===== src/rtl/hall_lighting_pkg.sv =====
`default_nettype none
// ============================================================================
//  Module      : hall_lighting_pkg
//  Description : Shared types and default timing constants for the hall
//                doorway beam direction decoder and its testbench.
//  Revision    : 1.0 - initial release
// ============================================================================
package hall_lighting_pkg;

  // Crossing-tracker states
  typedef enum logic [2:0] {
    ST_IDLE     = 3'd0,
    ST_ENT1     = 3'd1,
    ST_ENT2     = 3'd2,
    ST_ENT3     = 3'd3,
    ST_EXT1     = 3'd4,
    ST_EXT2     = 3'd5,
    ST_EXT3     = 3'd6,
    ST_WAIT_CLR = 3'd7
  } beam_state_t;

  // Debounced beam pair encoding: {outer, inner}
  localparam logic [1:0] BEAMS_NONE  = 2'b00;
  localparam logic [1:0] BEAMS_INNER = 2'b01;
  localparam logic [1:0] BEAMS_OUTER = 2'b10;
  localparam logic [1:0] BEAMS_BOTH  = 2'b11;

  // Defaults for a 100 MHz clock: 5 ms debounce, 3 s timeout, 10 s stuck
  localparam int DEFAULT_DEBOUNCE_CYCLES = 500000;
  localparam int DEFAULT_TIMEOUT_CYCLES  = 300000000;
  localparam int DEFAULT_STUCK_CYCLES    = 1000000000;

endpackage : hall_lighting_pkg
`default_nettype wire


===== src/rtl/beam_direction_decoder_if.sv =====
`default_nettype none
// ============================================================================
//  Module      : beam_direction_decoder_if
//  Description : Entry/exit event interface between the doorway decoder
//                (master, producer) and the occupancy counter (slave).
//                The stuck flag is present only when STUCK_DETECT_EN is
//                defined.
//  Revision    : 1.0 - initial release
// ============================================================================
interface beam_direction_decoder_if;

  logic entry_sensor;
  logic exit_sensor;
  logic busy;
`ifdef STUCK_DETECT_EN
  logic stuck;
`endif

`ifdef STUCK_DETECT_EN
  modport master (output entry_sensor, output exit_sensor, output busy, output stuck);
  modport slave  (input  entry_sensor, input  exit_sensor, input  busy, input  stuck);
`else
  modport master (output entry_sensor, output exit_sensor, output busy);
  modport slave  (input  entry_sensor, input  exit_sensor, input  busy);
`endif

endinterface : beam_direction_decoder_if
`default_nettype wire


===== src/rtl/beam_debounce.sv =====
`default_nettype none
// ============================================================================
//  Module      : beam_debounce
//  Description : Two-flop synchroniser followed by a debouncer. The output
//                level follows the synchronised input only after it has
//                differed for DEBOUNCE_CYCLES consecutive cycles; any return
//                to the current level restarts the count.
//  Revision    : 1.0 - initial release
// ============================================================================
module beam_debounce #(
  parameter int DEBOUNCE_CYCLES = 500000
) (
  input  wire logic clk,
  input  wire logic rst_n,
  input  wire logic beam_i,
  output logic      level_o
);

  localparam int               CNT_W    = (DEBOUNCE_CYCLES > 1) ? $clog2(DEBOUNCE_CYCLES) : 1;
  localparam logic [CNT_W-1:0] CNT_LAST = CNT_W'(DEBOUNCE_CYCLES - 1);

  logic             meta_q;
  logic             sync_q;
  logic             level_q;
  logic             level_d;
  logic [CNT_W-1:0] cnt_q;
  logic [CNT_W-1:0] cnt_d;

  // Bring the asynchronous beam input into the clock domain
  always_ff @(posedge clk or negedge rst_n) begin
    if (!rst_n) begin
      meta_q <= 1'b0;
      sync_q <= 1'b0;
    end else begin
      meta_q <= beam_i;
      sync_q <= meta_q;
    end
  end

  // Count consecutive disagreeing cycles; flip the level on the last one
  always_comb begin
    level_d = level_q;
    cnt_d   = '0;
    if (sync_q != level_q) begin
      if (cnt_q == CNT_LAST) begin
        level_d = sync_q;
      end else begin
        cnt_d = cnt_q + 1'b1;
      end
    end
  end

  // Debounce state registers
  always_ff @(posedge clk or negedge rst_n) begin
    if (!rst_n) begin
      level_q <= 1'b0;
      cnt_q   <= '0;
    end else begin
      level_q <= level_d;
      cnt_q   <= cnt_d;
    end
  end

  assign level_o = level_q;

endmodule : beam_debounce
`default_nettype wire


===== src/rtl/beam_direction_decoder.sv =====
`default_nettype none
// ============================================================================
//  Module      : beam_direction_decoder
//  Description : Turns the outer/inner doorway beam-break inputs into
//                one-cycle entry/exit pulses. Each beam is synchronised and
//                debounced, then a crossing-order FSM with a dwell timeout
//                emits exactly one pulse per completed crossing.
//                Optional feature macro: STUCK_DETECT_EN adds per-beam
//                blocked-time counters and a sticky stuck flag that forces
//                the FSM into WAIT_CLR.
//  Revision    : 1.0 - initial release
// ============================================================================
module beam_direction_decoder
  import hall_lighting_pkg::*;
#(
  parameter int DEBOUNCE_CYCLES = DEFAULT_DEBOUNCE_CYCLES,
  parameter int TIMEOUT_CYCLES  = DEFAULT_TIMEOUT_CYCLES,
  parameter int STUCK_CYCLES    = DEFAULT_STUCK_CYCLES
) (
  input  wire logic                 clk,
  input  wire logic                 rst_n,
  input  wire logic                 beam_outer,
  input  wire logic                 beam_inner,
  beam_direction_decoder_if.master  evt_o
);

  localparam int            DWELL_W   = $clog2(TIMEOUT_CYCLES + 1);
  localparam logic [DWELL_W-1:0] DWELL_MAX = DWELL_W'(TIMEOUT_CYCLES);

  // Reject configurations that would make a counter meaningless
  generate
    if (DEBOUNCE_CYCLES < 1 || TIMEOUT_CYCLES < 1 || STUCK_CYCLES < 1) begin : g_param_check
      $error("beam_direction_decoder: cycle parameters must be at least 1");
    end
  endgenerate

  logic               outer_lvl;
  logic               inner_lvl;
  logic [1:0]         beams;
  logic               stuck_act;

  beam_state_t        state_q;
  beam_state_t        state_d;
  logic [DWELL_W-1:0] dwell_q;
  logic [DWELL_W-1:0] dwell_d;
  logic               entry_q;
  logic               entry_d;
  logic               exit_q;
  logic               exit_d;
  logic               busy_q;

  beam_debounce #(.DEBOUNCE_CYCLES(DEBOUNCE_CYCLES)) u_deb_outer (
    .clk     (clk),
    .rst_n   (rst_n),
    .beam_i  (beam_outer),
    .level_o (outer_lvl)
  );

  beam_debounce #(.DEBOUNCE_CYCLES(DEBOUNCE_CYCLES)) u_deb_inner (
    .clk     (clk),
    .rst_n   (rst_n),
    .beam_i  (beam_inner),
    .level_o (inner_lvl)
  );

  assign beams = {outer_lvl, inner_lvl};

`ifdef STUCK_DETECT_EN
  localparam int                 STUCK_W   = $clog2(STUCK_CYCLES + 1);
  localparam logic [STUCK_W-1:0] STUCK_MAX = STUCK_W'(STUCK_CYCLES);

  logic [STUCK_W-1:0] outer_blk_q;
  logic [STUCK_W-1:0] inner_blk_q;
  logic               stuck_q;

  // Measure continuous blocked time per beam; latch the stuck flag
  always_ff @(posedge clk or negedge rst_n) begin
    if (!rst_n) begin
      outer_blk_q <= '0;
      inner_blk_q <= '0;
      stuck_q     <= 1'b0;
    end else begin
      if (!outer_lvl) begin
        outer_blk_q <= '0;
      end else if (outer_blk_q != STUCK_MAX) begin
        outer_blk_q <= outer_blk_q + 1'b1;
      end
      if (!inner_lvl) begin
        inner_blk_q <= '0;
      end else if (inner_blk_q != STUCK_MAX) begin
        inner_blk_q <= inner_blk_q + 1'b1;
      end
      if (outer_blk_q == STUCK_MAX || inner_blk_q == STUCK_MAX) begin
        stuck_q <= 1'b1;
      end
    end
  end

  assign stuck_act   = stuck_q;
  assign evt_o.stuck = stuck_q;
`else
  assign stuck_act = 1'b0;
`endif

  // Crossing-order next state, completion pulses and dwell counter
  always_comb begin
    state_d = state_q;
    entry_d = 1'b0;
    exit_d  = 1'b0;

    case (state_q)
      ST_IDLE: begin
        if (beams == BEAMS_OUTER)      state_d = ST_ENT1;
        else if (beams == BEAMS_INNER) state_d = ST_EXT1;
        else if (beams == BEAMS_BOTH)  state_d = ST_WAIT_CLR;
      end
      ST_ENT1: begin
        if (beams == BEAMS_BOTH)       state_d = ST_ENT2;
        else if (beams == BEAMS_NONE)  state_d = ST_IDLE;
      end
      ST_ENT2: begin
        if (beams == BEAMS_INNER)      state_d = ST_ENT3;
        else if (beams == BEAMS_OUTER) state_d = ST_ENT1;
        else if (beams == BEAMS_NONE)  state_d = ST_IDLE;
      end
      ST_ENT3: begin
        if (beams == BEAMS_NONE) begin
          state_d = ST_IDLE;
          entry_d = 1'b1;
        end else if (beams == BEAMS_BOTH) begin
          state_d = ST_ENT2;
        end else if (beams == BEAMS_OUTER) begin
          state_d = ST_WAIT_CLR;
        end
      end
      ST_EXT1: begin
        if (beams == BEAMS_BOTH)       state_d = ST_EXT2;
        else if (beams == BEAMS_NONE)  state_d = ST_IDLE;
      end
      ST_EXT2: begin
        if (beams == BEAMS_OUTER)      state_d = ST_EXT3;
        else if (beams == BEAMS_INNER) state_d = ST_EXT1;
        else if (beams == BEAMS_NONE)  state_d = ST_IDLE;
      end
      ST_EXT3: begin
        if (beams == BEAMS_NONE) begin
          state_d = ST_IDLE;
          exit_d  = 1'b1;
        end else if (beams == BEAMS_BOTH) begin
          state_d = ST_EXT2;
        end else if (beams == BEAMS_INNER) begin
          state_d = ST_WAIT_CLR;
        end
      end
      ST_WAIT_CLR: begin
        if (beams == BEAMS_NONE)       state_d = ST_IDLE;
      end
      default: state_d = ST_IDLE;
    endcase

    // A stalled crossing is abandoned; the timeout wins over any move
    if (state_q != ST_IDLE && state_q != ST_WAIT_CLR && dwell_q == DWELL_MAX) begin
      state_d = ST_WAIT_CLR;
      entry_d = 1'b0;
      exit_d  = 1'b0;
    end

    // A stuck beam parks the FSM until both beams are clear, silently
    if (stuck_act) begin
      state_d = (beams == BEAMS_NONE) ? ST_IDLE : ST_WAIT_CLR;
      entry_d = 1'b0;
      exit_d  = 1'b0;
    end

    if (state_d != state_q) begin
      dwell_d = '0;
    end else if (dwell_q == DWELL_MAX) begin
      dwell_d = dwell_q;
    end else begin
      dwell_d = dwell_q + 1'b1;
    end
  end

  // FSM state and registered outputs
  always_ff @(posedge clk or negedge rst_n) begin
    if (!rst_n) begin
      state_q <= ST_IDLE;
      dwell_q <= '0;
      entry_q <= 1'b0;
      exit_q  <= 1'b0;
      busy_q  <= 1'b0;
    end else begin
      state_q <= state_d;
      dwell_q <= dwell_d;
      entry_q <= entry_d;
      exit_q  <= exit_d;
      busy_q  <= (state_d != ST_IDLE);
    end
  end

  assign evt_o.entry_sensor = entry_q;
  assign evt_o.exit_sensor  = exit_q;
  assign evt_o.busy         = busy_q;

endmodule : beam_direction_decoder
`default_nettype wire


===== src/flat_wrapper.sv =====
// flat-port wrapper written by rule: the top's interface ports become plain ports
module beam_direction_decoder_flat import hall_lighting_pkg::*;
#(
  parameter int DEBOUNCE_CYCLES = DEFAULT_DEBOUNCE_CYCLES,
  parameter int TIMEOUT_CYCLES  = DEFAULT_TIMEOUT_CYCLES,
  parameter int STUCK_CYCLES    = DEFAULT_STUCK_CYCLES
)
  (clk, rst_n, beam_outer, beam_inner, evt_o_entry_sensor, evt_o_exit_sensor, evt_o_busy);
  beam_direction_decoder_if evt_o_i ();
  input  wire logic clk;
  input  wire logic rst_n;
  input  wire logic beam_outer;
  input  wire logic beam_inner;
  output wire logic [$bits(evt_o_i.entry_sensor)-1:0] evt_o_entry_sensor;
  output wire logic [$bits(evt_o_i.exit_sensor)-1:0] evt_o_exit_sensor;
  output wire logic [$bits(evt_o_i.busy)-1:0] evt_o_busy;
  assign evt_o_entry_sensor = evt_o_i.entry_sensor;
  assign evt_o_exit_sensor = evt_o_i.exit_sensor;
  assign evt_o_busy = evt_o_i.busy;
  beam_direction_decoder #(.DEBOUNCE_CYCLES(DEBOUNCE_CYCLES), .TIMEOUT_CYCLES(TIMEOUT_CYCLES), .STUCK_CYCLES(STUCK_CYCLES)) u_core (.clk(clk), .rst_n(rst_n), .beam_outer(beam_outer), .beam_inner(beam_inner), .evt_o(evt_o_i));
endmodule

===== config.mk =====
export PLATFORM = sky130hd
export DESIGN_NAME = beam_direction_decoder_flat
export DESIGN_NICKNAME = d
export VERILOG_FILES = /design/src/rtl/hall_lighting_pkg.sv /design/src/rtl/beam_direction_decoder_if.sv /design/src/rtl/beam_debounce.sv /design/src/rtl/beam_direction_decoder.sv /design/src/flat_wrapper.sv
export SDC_FILE = /design/constraint.sdc
export NUM_CORES = 1
export LEC_CHECK = 0
export CAP_MARGIN = 15
export CELL_PAD_IN_SITES_DETAIL_PLACEMENT = 0
export CELL_PAD_IN_SITES_GLOBAL_PLACEMENT = 1
export CORE_MARGIN = 3
export CORE_UTILIZATION = 28
export DETAILED_ROUTE_END_ITERATION = 8
export GPL_ROUTABILITY_DRIVEN = 0
export HOLD_SLACK_MARGIN = 0.02
export PLACE_DENSITY = 0.52
export SLEW_MARGIN = 10
export SYNTH_ARGS = -nofsm -noshare
export SYNTH_HDL_FRONTEND = slang
export SYNTH_SLANG_ARGS = --single-unit

===== constraint.sdc =====
create_clock -name clk -period 2.05 [get_ports clk]
set_input_delay 0.3075 -clock clk [delete_from_list [all_inputs] [get_ports clk]]
set_output_delay 0.3075 -clock clk [all_outputs]
set_load 0.01 [all_outputs]

==> results of run 1 <==
## cell usage after synthesis, types with 7 or more instances
cell type	number
clkbuf_1	7
dfrtp_1	79
inv_1	13
nand2_1	23
nand3_1	28
nand4_1	16
nor2_1	82
nor3_1	12
nor4_1	9
o21ai_0	8
xnor2_1	33
xor2_1	29
## worst max path at each step
stage	from	depth (start not counted)	slack (ns)	endpoint
after floorplan	u_core.dwell_q[14]	7	-0.06	u_core.dwell_q[28]
after global placement	u_core.dwell_q[19]	7	-0.09	u_core.dwell_q[11]
after detailed placement	u_core.dwell_q[19]	7	-0.09	u_core.dwell_q[3]
after CTS	u_core.dwell_q[0]	8	-0.03	u_core.dwell_q[3]
after global routing	u_core.dwell_q[0]	8	-0.14	u_core.dwell_q[3]
final	u_core.dwell_q[0]	8	-0.03	u_core.dwell_q[3]
## metal layers
layer	up-vias	global-route usage, %
met5	-	0
met4	0	4.31
met3	10	4.27
met2	23	18.3
met1	1393	15.7
li1	1483	-
## final cells by class
| cell class | count | area share [%] |
|---|---|---|
| Inverter | 13 | 1.00 |
| Sequential cell | 79 | 40.7 |
| Tap cell | 176 | 4.53 |
| Multi-Input combinational cell | 299 | 38.5 |
| Clock inverter | 6 | 1.42 |
| Timing Repair Buffer | 52 | 9.17 |
| Clock buffer | 10 | 4.71 |
## where the power goes
group	switching, mW	leakage, nW	total (mW)	internal (mW)
registers	0.0117	1.08	1.58	1.57
clock network	0.674	0.143	1.63	0.952
logic	0.0544	0.833	0.0809	0.0265
total	0.740	2.05	3.29	2.55
## timing repair
| action | 4_1_cts | 5_1_grt |
|---|---|---|
| gates resized for setup | 6 | 5 |
| hold buffers | 1 | 0 |
| pin swaps | 0 | 1 |
| buffers inserted | 1 | 1 |
| hold endpoints to repair | 21 | 0 |
| endpoints found under the setup margin | 29 | 33 |
## critical path, cell delays in order (launching register included)
cell     delay (ns)
dfrtp_1        0.39
inv_2          0.07
ha_1           0.16
nor4b_4        0.18
nand4_1        0.14
or4_4          0.58
a31oi_4        0.20
buf_6          0.18
nor2_1         0.06
## logic make-up (layout without fill, tap and decap cells)
kind of cell	after synthesis	after routing	synth area share, %
AO/OA/AOI/OAI	24	24	4.07
XOR/XNOR	62	62	13.9
adder cells (fa/ha/maj)	4	4	1.28
buffers and inverters	26	81	2.95
flip-flops	79	79	50.7
multiplexers	4	4	1.06
AND/OR/NAND/NOR	205	205	26.0
## flip-flops by register name, summed over array words and instances (netlist names)
register / flops
u_core.u_deb_outer.cnt_q: 19
u_core.evt_o.busy: 1
u_core.u_deb_inner.sync_q: 1
u_core.u_deb_inner.cnt_q: 19
u_core.u_deb_outer.sync_q: 1
u_core.u_deb_inner.level_o: 1
u_core.state_q: 3
u_core.u_deb_outer.level_o: 1
u_core.evt_o.entry_sensor: 1
u_core.dwell_q: 29
u_core.u_deb_outer.meta_q: 1
u_core.u_deb_inner.meta_q: 1
u_core.evt_o.exit_sensor: 1
## through the flow
step | hold slack (ns) | cell area, sq um | utilization, % | cells | TNS [ns]
CTS | 0.355 | 4830 | 35.9 | 635 | -0.573
detailed placement | 0.242 | 4490 | 33.4 | 617 | -2.17
floorplan | 0.0119 | 3920 | - | 404 | -0.723
global placement | 0.238 | 4490 | 33.4 | 617 | -2.39
global route | 0.365 | 4860 | 36.1 | 635 | -3.53
finish | 0.353 | 4860 | 36.1 | 635 | -0.477
==> impl_metrics.json, run 1 <==
{
  "outcome": "finished with violations",
  "violations": "setup timing",
  "worstPathRequired_ns": 2.28,
  "r2r_start": "u_core.dwell_q[0]",
  "drv_slew": 0,
  "holdPathEnd": "u_core.u_deb_inner.sync_q",
  "io_pins": 7,
  "antenna_found_initial": 0,
  "route.met2.wl_microns": 3680,
  "wire_per_inst_microns": 13.1,
  "synth_edf_count": 0,
  "ff2ff_setup_slack_ns": -0.03,
  "cts-root-buf": "clkbuf_16",
  "die_h_microns": 124,
  "yosysWarnings": 0,
  "wl_met1_microns": 4240,
  "clock-sinks": 79,
  "synthArstFlopShare_pct": 100,
  "syn_inst": 404,
  "avgViaCountPerCell": 4.58,
  "grt_pass1_wl_microns": 14400,
  "core_sq_um": 13500,
  "critPathLaunchType": "flip-flop",
  "critPathKind": "flip-flop to flip-flop",
  "synth_top_cell_area_share_pct": 50.7,
  "first_pass_iters": 4,
  "clockBufferDepth": 2,
  "die_area_sq_um": 15400,
  "drtAntennaViolNets": 0,
  "synth_area_sq_um": 3900,
  "die_x_microns": 124,
  "avgSynthCellArea_sq_um": 9.66,
  "ff2ff_path_depth": 8,
  "setup_viol": 29,
  "p_leak_nw": 2.05,
  "drc": 0,
  "ys_ff_latch": 79,
  "wl_met3_microns": 251,
  "initial_core_util_pct": 29.0,
  "fin_ws_ns": -0.0302,
  "cts_made_buffers": 9,
  "maxCapViolCount": 0,
  "multiInputGateArea_sq_um": 1870,
  "rsz0062_at_grt": "yes",
  "min-delay-start": "u_core.u_deb_inner.meta_q",
  "wl_microns": 8300,
  "diodes": 0,
  "tritoncts": "yes",
  "grt_pass1_vias": 2939,
  "tightest_slew_ns": 0.569,
  "finalHoldViolations": 0,
  "overflow": 0,
  "powerDensity_nw_per_um2": 677,
  "fin_skew_ns": 0.00839,
  "drt_iter0_drc": 143,
  "nFillCells": 1402,
  "synth_top_cell_by_area": "dfrtp_1",
  "synthToLayoutAreaGrowth_pct": 24.6,
  "vias": 2909,
  "reg2reg_to": "u_core.dwell_q[3]",
  "final_nets": 462,
  "min_period_ns": 2.08,
  "drive_above_1_share_pct": 15.9,
  "clock_latency_ns": 0.34,
  "htreeDepth": 3,
  "finalCritPeriodShare_pct": 101,
  "synth_area_leaders": "dfrtp_1 (51%), nor2_1 (7.9%), xnor2_1 (7.4%)",
  "power_mw": 3.29,
  "path_clk_slew_ns": 0.07,
  "final-seq-area_sq_um": 1980,
  "mostFrequentLayoutCells": "nor2_1 (82), dfrtp_1 (79), buf_4 (40)",
  "port_buffers": 6,
  "track_usage_pct": 12.0,
  "crit_arrival_ns": 2.31,
  "slew_headroom_pct": 61.7,
  "yosysSeqAreaShare_pct": 50.7,
  "final_common_cell": "nor2_1",
  "dp_hpwl_microns": 5710,
  "pre_cts_slack_ns": -0.0886,
  "num_rows": 42,
  "hp-class": "flip-flop to flip-flop",
  "yosys_most_used_dff": "dfrtp_1",
  "highest_layer": "met4",
  "end_kind": "flip-flop",
  "syn_nets": 412,
  "max_freq_mhz": 481,
  "hold_depth": 0,
  "grt_start_max_net_pins": 38,
  "synth_cell_type_count": 41,
  "vdd_ir_drop_max_mv": 0.358,
  "critPathMaxFanout": 11
}
Power figures use the tool's default switching activity.
==> run 2, diff against run 1 <==
Settings changed: PLACE_DENSITY 0.52 to default, PLACE_DENSITY_LB_ADDON from default to 0.1.
==> run 2 against run 1 <==
- register-to-register slack got worse by 0.12 ns
- maximum frequency decreased by 5.6%
- highest routed layer unchanged
- clock-buffer cell count stayed put
- global-route usage grew 0.58 points
- flip-flop and latch count unchanged
- the flow still finishes with violations (setup timing)
- combinational power is 2% lower
- total power shrank 4.0%
- worst setup slack got worse by 0.12 ns
- clock power is 8% lower
- worst hold slack lost 0.0014 ns
- via count grew 3.3%
==> impl_metrics.json, run 2 (synthesis results as in run 1) <==
{
  "wire_per_inst_microns": 13.9,
  "path_clk_slew_ns": 0.07,
  "post-route-util_pct": 37.3,
  "track_usage_pct": 12.6,
  "max_freq_mhz": 454,
  "fin_skew_ns": 0.00811,
  "pre_cts_slack_ns": -0.174,
  "avgViaCountPerCell": 4.67,
  "stdcell_count": 644,
  "p_seq_share_pct": 50.1,
  "cts-root-buf": "clkbuf_16",
  "clock_latency_ns": 0.34,
  "violations": "setup timing",
  "antenna_found_initial": 0,
  "cts_made_buffers": 9,
  "overflow": 0,
  "worstPathRequired_ns": 2.27,
  "tritoncts": "yes",
  "setup_viol": 29,
  "vias": 3006,
  "end_kind": "flip-flop",
  "hold_depth": 0,
  "combPwrFrac_pct": 2.5,
  "maxCapViolCount": 0,
  "drtAntennaViolNets": 0,
  "io_pins": 7,
  "clockBufferDepth": 2,
  "grt_start_max_net_pins": 58,
  "top_register": "u_core.dwell_q",
  "ff2ff_path_depth": 6,
  "powerDensity_nw_per_um2": 630,
  "die_area_sq_um": 15400,
  "crit_buf_inv": 2,
  "vdd_ir_drop_max_mv": 0.424,
  "power.switching_mw": 0.737,
  "finalCritPeriodShare_pct": 108,
  "mostFrequentLayoutCells": "dfrtp_1 (79), nor2_1 (64), buf_4 (46)",
  "crit_slowest_cell": "or4_4",
  "wl_microns": 8950,
  "r2r_start": "u_core.dwell_q[12]",
  "p_leak_nw": 2.06,
  "min-delay-start": "u_core.u_deb_outer.meta_q",
  "outcome": "finished with violations",
  "htreeDepth": 3,
  "drt_iter0_drc": 74,
  "nFillCells": 1416,
  "path_cells": "or4b_4 > or4_4 > a31oi_4 > buf_12 > clkbuf_16 > a21oi_2",
  "cpPeakStageDelay_ns": 0.58,
  "synthToLayoutAreaGrowth_pct": 28.6,
  "critPathKind": "flip-flop to flip-flop",
  "ff2ff_setup_slack_ns": -0.15,
  "dp_hpwl_microns": 5930,
  "fin_ws_ns": -0.155,
  "die_h_microns": 124,
  "reg.largest.list": "u_core.dwell_q (29), u_core.u_deb_inner.cnt_q (19), u_core.u_deb_outer.cnt_q (19)",
  "tightest_slew_ns": 0.374,
  "largest_register_ffs": 29,
  "internal_power_mw": 2.42,
  "die_x_microns": 124,
  "grt_pass1_vias": 2935,
  "critPathLaunchType": "flip-flop",
  "grt_pass1_wl_microns": 15000,
  "crit_arrival_ns": 2.42,
  "dpl.cell_count": 617,
  "reg2reg_to": "u_core.dwell_q[10]",
  "min_period_ns": 2.20,
  "drv_slew": 0,
  "final_common_cell": "dfrtp_1",
  "finalHoldViolations": 0,
  "port_buffers": 6,
  "slew_headroom_pct": 75.1,
  "multiInputGateArea_sq_um": 1930,
  "final-seq-area_sq_um": 1980,
  "num_rows": 42,
  "first_pass_iters": 4,
  "hp-class": "flip-flop to flip-flop",
  "core_sq_um": 13500,
  "diodes": 0,
  "drive_above_1_share_pct": 22.0,
  "initial_core_util_pct": 29.0,
  "critPathTopFamily": "simple AND/OR/NAND/NOR gates",
  "final_nets": 471,
  "critPathMaxFanout": 5,
  "clockPowerShare_pct": 47.4,
  "rsz0062_at_grt": "yes",
  "holdPathEnd": "u_core.u_deb_outer.sync_q",
  "swShare_pct": 23.3,
  "clock-sinks": 79,
  "drc": 0
}
[run 2: changes by cell type in the layout (fill, tap and decap cells not counted), moves of 2 or more]
cell	delta
clkinvlp_4	+2
nor2_4	+3
nor2_1	-18
buf_4	+6
clkbuf_16	+2
buf_12	+2
nor2_2	+15
[run 2: what timing repair did]
| item | 4_1_cts | 5_1_grt |
|---|---|---|
| setup endpoints to repair | 31 | 33 |
| cloned | 0 | 4 |
| setup buffers | 1 | 5 |
| hold buffers | 1 | 0 |
| endpoints found under the hold margin | 22 | 0 |
| pin swaps | 0 | 12 |
| resized for setup | 5 | 29 |
[run 2: final cells by class]
cell class                 count  area share [%]
clock buffer                  10            4.56
clock inverter                 6           0.898
inverter                      13           0.972
multi-input combinational    299            38.4
sequential                    79            39.4
tap                          176            4.39
timing repair buffer          61            11.3
[run 2: power groups by stage]
stage	sequential (mW)	combinational, mW	clock [mW]
6_report	1.58	0.0790	1.50
5_1_grt	1.58	0.0924	1.65
4_1_cts	1.58	0.0837	1.56
3_5_place_dp	1.61	0.0820	0
3_3_place_gp	1.61	0.0821	0
2_1_floorplan	1.61	0.0286	0
[run 2: metrics by stage]
stage          hold WS, ns  instance area (sq um)  total power [mW]  setup TNS, ns
2_1_floorplan       0.0119                   3920              1.64         -0.723
3_3_place_gp         0.233                   4500              1.69          -3.11
3_5_place_dp         0.233                   4500              1.70          -4.35
4_1_cts              0.351                   4810              3.23         -0.834
5_1_grt              0.359                   5020              3.33          -5.46
6_report             0.352                   5020              3.16          -3.93
[run 2: metal layers]
layer  track usage [%]  wire (microns)  share of wire [%]
met4              4.52             189                2.1
met2              19.5            4190                 47
met1              16.7            4360                 49
met3              3.72             214                2.4
met5                 0               0                  0
[run 2: worst reg2reg max path, delay by kind of cell (launching register included)]
family | cells | cell delay [ns]
buffers and inverters | 2 | 0.29
flip-flops | 1 | 0.38
AND/OR/NAND/NOR | 2 | 1.14
AO/OA/AOI/OAI | 2 | 0.27
[run 2: worst max path at each step]
stage | startpoint | endpoint | slack (ns) | depth (start not counted)
2_1_floorplan | u_core.dwell_q[14] | u_core.dwell_q[28] | -0.06 | 7
3_3_place_gp | u_core.dwell_q[19] | u_core.dwell_q[8] | -0.13 | 7
3_5_place_dp | u_core.dwell_q[19] | u_core.dwell_q[6] | -0.17 | 7
4_1_cts | u_core.dwell_q[0] | u_core.dwell_q[16] | -0.05 | 8
5_1_grt | u_core.dwell_q[1] | u_core.dwell_q[28] | -0.20 | 9
6_report | u_core.dwell_q[12] | u_core.dwell_q[10] | -0.15 | 6
==> run 3, diff against run 2 <==
Settings changed: GPL_ROUTABILITY_DRIVEN 0 to default, SLEW_MARGIN 10 to 20.
==> results of run 3 <==
The final DEF is identical to that of run 2; final timing and power are the same.
